$ cat src/rtl/alu_arbiter.sv
// Two-port front end sharing one ALU, with a one-entry registered response buffer.
// Opcodes: ADD 0000, SUB 0001, AND 0010, OR 0011, XOR 0100, SLT 0101,
// SLTU 0110, SLL 0111, SRL 1000, SRA 1001, JALR 1010; anything else yields 0.

// Shared single-cycle combinational ALU
module alu (
    input  logic [31:0] operand_a,
    input  logic [31:0] operand_b,
    input  logic [3:0]  alu_control,
    output logic [31:0] result
);
    localparam int unsigned DATA_W  = 32;
    localparam int unsigned SHAMT_W = 5;

    localparam logic [3:0] OP_ADD  = 4'b0000;
    localparam logic [3:0] OP_SUB  = 4'b0001;
    localparam logic [3:0] OP_AND  = 4'b0010;
    localparam logic [3:0] OP_OR   = 4'b0011;
    localparam logic [3:0] OP_XOR  = 4'b0100;
    localparam logic [3:0] OP_SLT  = 4'b0101;
    localparam logic [3:0] OP_SLTU = 4'b0110;
    localparam logic [3:0] OP_SLL  = 4'b0111;
    localparam logic [3:0] OP_SRL  = 4'b1000;
    localparam logic [3:0] OP_SRA  = 4'b1001;
    localparam logic [3:0] OP_JALR = 4'b1010;

    logic [DATA_W-1:0]  sum;
    logic [SHAMT_W-1:0] shamt;

    assign sum   = operand_a + operand_b;
    assign shamt = operand_b[SHAMT_W-1:0];

    // Opcode decode; unknown opcodes return zero
    always_comb begin
        result = '0;
        case (alu_control)
            OP_ADD:  result = sum;
            OP_SUB:  result = operand_a - operand_b;
            OP_AND:  result = operand_a & operand_b;
            OP_OR:   result = operand_a | operand_b;
            OP_XOR:  result = operand_a ^ operand_b;
            OP_SLT:  result = DATA_W'($signed(operand_a) < $signed(operand_b));
            OP_SLTU: result = DATA_W'(operand_a < operand_b);
            OP_SLL:  result = operand_a << shamt;
            OP_SRL:  result = operand_a >> shamt;
            OP_SRA:  result = DATA_W'($signed(operand_a) >>> shamt);
            OP_JALR: result = {sum[DATA_W-1:1], 1'b0};
            default: result = '0;
        endcase
    end
endmodule

// Arbiter: grants one port per cycle into the ALU, result lands in the response register
module alu_arbiter #(
    parameter int unsigned FIXED_PRIORITY = 0
) (
    input  logic        clk,
    input  logic        rst_n,
    input  logic        req0_valid,
    output logic        req0_ready,
    input  logic [31:0] req0_operand_a,
    input  logic [31:0] req0_operand_b,
    input  logic [3:0]  req0_alu_control,
    input  logic        req1_valid,
    output logic        req1_ready,
    input  logic [31:0] req1_operand_a,
    input  logic [31:0] req1_operand_b,
    input  logic [3:0]  req1_alu_control,
    output logic        resp_valid,
    input  logic        resp_ready,
    output logic        resp_id,
    output logic [31:0] resp_result,
    output logic        busy
);
    localparam int unsigned DATA_W = 32;
    localparam int unsigned CTL_W  = 4;

    typedef enum logic {
        EMPTY = 1'b0,
        FULL  = 1'b1
    } state_t;

    state_t             state_q;
    state_t             state_d;
    logic               last_grant_q;
    logic               grant;
    logic               can_accept;
    logic               handshake;
    logic [DATA_W-1:0]  mux_a;
    logic [DATA_W-1:0]  mux_b;
    logic [CTL_W-1:0]   mux_ctl;
    logic [DATA_W-1:0]  alu_result;

    // Grant select: single requester wins, ties go by priority mode
    always_comb begin
        grant = 1'b0;
        if (req0_valid && req1_valid) begin
            grant = (FIXED_PRIORITY != 0) ? 1'b0 : ~last_grant_q;
        end else if (req1_valid) begin
            grant = 1'b1;
        end
    end

    // Operand mux from the granted port into the shared ALU
    always_comb begin
        mux_a   = req0_operand_a;
        mux_b   = req0_operand_b;
        mux_ctl = req0_alu_control;
        if (grant) begin
            mux_a   = req1_operand_a;
            mux_b   = req1_operand_b;
            mux_ctl = req1_alu_control;
        end
    end

    alu u_alu (
        .operand_a   (mux_a),
        .operand_b   (mux_b),
        .alu_control (mux_ctl),
        .result      (alu_result)
    );

    // Response buffer state register
    always_ff @(posedge clk or negedge rst_n) begin
        if (!rst_n) begin
            state_q <= EMPTY;
        end else begin
            state_q <= state_d;
        end
    end

    // Next state and handshake; rst_n gates ready so nothing completes during reset
    always_comb begin
        state_d    = state_q;
        can_accept = 1'b0;
        req0_ready = 1'b0;
        req1_ready = 1'b0;
        handshake  = 1'b0;

        can_accept = rst_n && ((state_q == EMPTY) || resp_ready);
        req0_ready = can_accept && req0_valid && !grant;
        req1_ready = can_accept && req1_valid && grant;
        handshake  = req0_ready || req1_ready;

        case (state_q)
            EMPTY: begin
                if (handshake) state_d = FULL;
            end
            FULL: begin
                if (handshake)       state_d = FULL;
                else if (resp_ready) state_d = EMPTY;
            end
            default: state_d = EMPTY;
        endcase
    end

    // Response payload and round-robin history, loaded only on a handshake
    always_ff @(posedge clk or negedge rst_n) begin
        if (!rst_n) begin
            resp_result  <= '0;
            resp_id      <= 1'b0;
            last_grant_q <= 1'b1;
        end else if (handshake) begin
            resp_result  <= alu_result;
            resp_id      <= grant;
            last_grant_q <= grant;
        end
    end

    assign resp_valid = (state_q == FULL);
    assign busy       = resp_valid || req0_valid || req1_valid;
endmodule

$ cat config.mk
export PLATFORM = sky130hd
export DESIGN_NAME = alu_arbiter
export DESIGN_NICKNAME = d
export VERILOG_FILES = /design/src/rtl/alu_arbiter.sv
export SDC_FILE = /design/constraint.sdc
export NUM_CORES = 1
export LEC_CHECK = 0
export CAP_MARGIN = 15
export CORE_MARGIN = 4
export CORE_UTILIZATION = 50
export CTS_CLUSTER_SIZE = 12
export DETAILED_ROUTE_END_ITERATION = 8
export DONT_BUFFER_PORTS = 1
export PLACE_DENSITY = 0.68
export SLEW_MARGIN = 25
export SYNTH_ARGS = -nofsm -noshare
export SYNTH_HDL_FRONTEND = slang
export SYNTH_SLANG_ARGS = --single-unit
export TNS_END_PERCENT = 30
$ cat constraint.sdc
create_clock -name clk -period 4.56 [get_ports clk]
set_clock_uncertainty 0.1 [all_clocks]
set_input_delay 1.14 -clock clk [delete_from_list [all_inputs] [get_ports clk]]
set_output_delay 1.14 -clock clk [all_outputs]
set_load 0.02 [all_outputs]
==> results.toml <==
[run_status]
status = "finished, final reports clean"

[grt]
antenna_found_initial = 0
grt.met2_usage_pct = 65.91
groute.layer.met3.usage_pct = 7.450
track_usage_pct = 43.07
grt_max_degree = 68
grt_pass1_wl_mm = 95.56
busiest_layer = "met2"
grt_pass1_vias = 15320
grt.overflow.total = 0
grt_use_met1_pct = 58.21

[clock_tree]
clk_latency_ps = 290
holdBufCountCts = 0
cts_buffers = 5
cts.sinks = 35
cts.htree.levels = 2
clock_path_buffers = 2
clk_pin_slew_worst_paths_ps = 70
ctsRootBufferMaster = "clkbuf_16"
tritoncts = "yes"

[floorplanning]
core_area_um2 = 25330
fp.dieH_um = 168.7
rows = 58
io_pins = 178
die_x_um = 168.7
dieArea_um2 = 28470
start_util_pct = 51.01

[synthesis]
synthTopCellsByArea = "mux2i_1 (18%), ha_1 (9.6%), nand2_1 (8.4%)"
yosysSeqAreaShare_pct = 6.789
netlist_top_cells_count = "nand2_1 (290), mux2i_1 (228), a21oi_1 (144)"
synth_seq_cells = 35
yosysMostFrequentCell = "nand2_1"
synth-edff-count = 0
syn_inst = 1877
ys_types = 89
synth_top_area_share_pct = 17.67
synth_nets = 2118
yosys_warnings = 0
syn-mean-instance-area_um2 = 6.883
async_flop_share_pct = 100.0
synth-main-ff-cell = "dfrtp_1"
yosysTopAreaCell = "mux2i_1"
synth_area_um2 = 12920

[timing]
hold_violations = 0
fmax_ghz = 0.2236
period_share_pct = 98.09
worst_pin_slew_ps = 788.5
final_max_slew_viol_count = 0
rsz0062_at_grt = "true"
slew_headroom_pct = 47.43
setup_viol = 0
hold_ws_ps = 437.5
layout_min_cycle_time_ps = 4473

[setup_path]
ff2ff_setup_slack_ps = 400
worstPathMaxFanout = 9
arrival_ps = 4570
cp_cell_sequence = "a21boi_4 > buf_12 > buf_12 > mux2_4 > ha_1 > buf_4 > nand3b_1 > a31oi_4 > nor4_4 > buf_4 > o21ai_0 > buf_4 > a21o_1 > a2111oi_2 > nor2_1 > xnor2_1 > o311ai_1"
worst_path_most_repeated_cell = "buf_4"
worst_setup_path_start_kind = "primary input"
cp_data_required_time_ps = 4660
cpMaxStageDelayCell = "a2111oi_2"
cp-end-kind = "flip-flop"
slowest_delay_ps = 390
crit_type = "primary input to flip-flop"

[power_and_ir_drop]
ir_worst_vdd_mv = 0.1505
p_leak_uw = 0.007428
power.density_nw_per_um2 = 285.8

[cells_and_area]
fillers = 2368
drive_gt1_share_pct = 21.72
nets = 2308
finalNonFillerCells = 2397
syn2layout_area_growth_pct = 21.59
n_antenna_cell = 0

[routing]
via_per_inst = 6.791
drc = 0
drt_iter0_markers = 2369
ant_nets = 0
first_pass_iters = 6
vias = 16280
routedWlPerCell_um = 26.90
wirelength_mm = 64.47

[place]
dpl.hpwl_mm = 51.45
routabilityCongestion = 1.059
placedCellCount = 2388
port-buffer-count = 0

[worst_hold_path]
hold_class = "primary input to asynchronous set/reset pin"

[job]
max-cap-violations = 0
flip-flops by register name, summed over array words and instances (netlist names):
register      cells
last_grant_q      1
resp_id           1
resp_valid        1
resp_result      32
final timing paths:
check / depth (start not counted) / start / end
hold / removal: 0 / rst_n / resp_id
min in group clk: 2 / last_grant_q / last_grant_q
max in group asynchronous: 0 / rst_n / last_grant_q
setup reg to reg: 15 / last_grant_q / resp_result[24]
hold reg to reg: 2 / last_grant_q / last_grant_q
setup / recovery: 17 / req1_valid / resp_result[31]
cell usage in the layout (no fill, tap or decap), types with 8 or more instances in the layout:
cell type and count:
buf_12 10, and3_1 9, mux2i_1 223, a21oi_1 141
a21o_1 19, nor2_1 137, nand3_1 40, ha_1 97
o21ai_0 106, a211o_1 9, xnor2_1 13, buf_4 321
nand2_1 289, nor4_1 11, o21ai_1 9, dfrtp_1 34
or3_1 8, o211ai_1 44, nand2b_1 16, a22oi_1 23
nor3_1 26, a32oi_1 10, o31ai_1 9, a221o_1 9
o21bai_1 19, a211oi_1 42, o22ai_1 13, a31oi_1 19
a221oi_1 13, mux2_2 43, nor2b_1 18, inv_1 94
and2_1 9
logic make-up (layout without fill, tap and decap cells):
| logic type | Yosys count | after routing | share of synthesized area (%) |
|---|---|---|---|
| adder cells (fa/ha/maj) | 100 | 100 | 9.743 |
| buffers and inverters | 248 | 438 | 8.107 |
| flip-flops | 35 | 35 | 6.789 |
| multiplexers | 277 | 277 | 22.28 |
| XOR/XNOR | 14 | 14 | 0.9492 |
| AND/OR/NAND/NOR | 616 | 616 | 21.60 |
| AO/OA/AOI/OAI | 587 | 587 | 30.54 |
metrics by stage:
step	power, uW	TNS (ps)	util (%)	cell area, um^2	setup slack [ps]
CTS	4325	0	61.36	15540	17.62
global route	4720	-71.58	62.02	15710	-46.44
global placement	3865	-5570	60.59	15340	-434.9
finish	4490	0	62.02	15710	87.23
floorplan	2517	-939.2	-	13080	-206.7
detailed placement	3893	-7451	60.59	15340	-489.0
where the power goes:
group	switching, uW	total [uW]	internal (uW)
Clock	157	414	256
Combinational	2040	3550	1510
Sequential	150	526	376
Total	2340	4490	2150
critical path: cells and delay by family:
family                   cells  cell delay, ps
adder cells (fa/ha/maj)      1             250
XOR/XNOR                     1             140
AND/OR/NAND/NOR              3             610
buffers and inverters        5             850
AO/OA/AOI/OAI                6            1230
multiplexers                 1             340
cell type report:
class	count	area (um^2)	share of cell area (%)
Sequential cell	35	877.1	5.584
Tap cell	330	412.9	2.629
Multi-Input combinational cell	1594	11270	71.72
Inverter	99	371.6	2.366
Clock inverter	1	30.03	0.1912
Clock buffer	6	128.9	0.8205
Timing Repair Buffer	332	2621	16.69
what timing repair did:
action,in CTS,in global routing
hold endpoints to repair,0,0
setup buffers,1,1
pin swaps,0,1
endpoints found under the setup margin,14,17
resized for setup,3,34
metal layers:
layer	up-vias	wire, um
met1	7655	25490
met2	1142	27500
li1	7281	-
met5	-	0
met4	0	4262
met3	200	7225
Power figures use the tool's default switching activity.
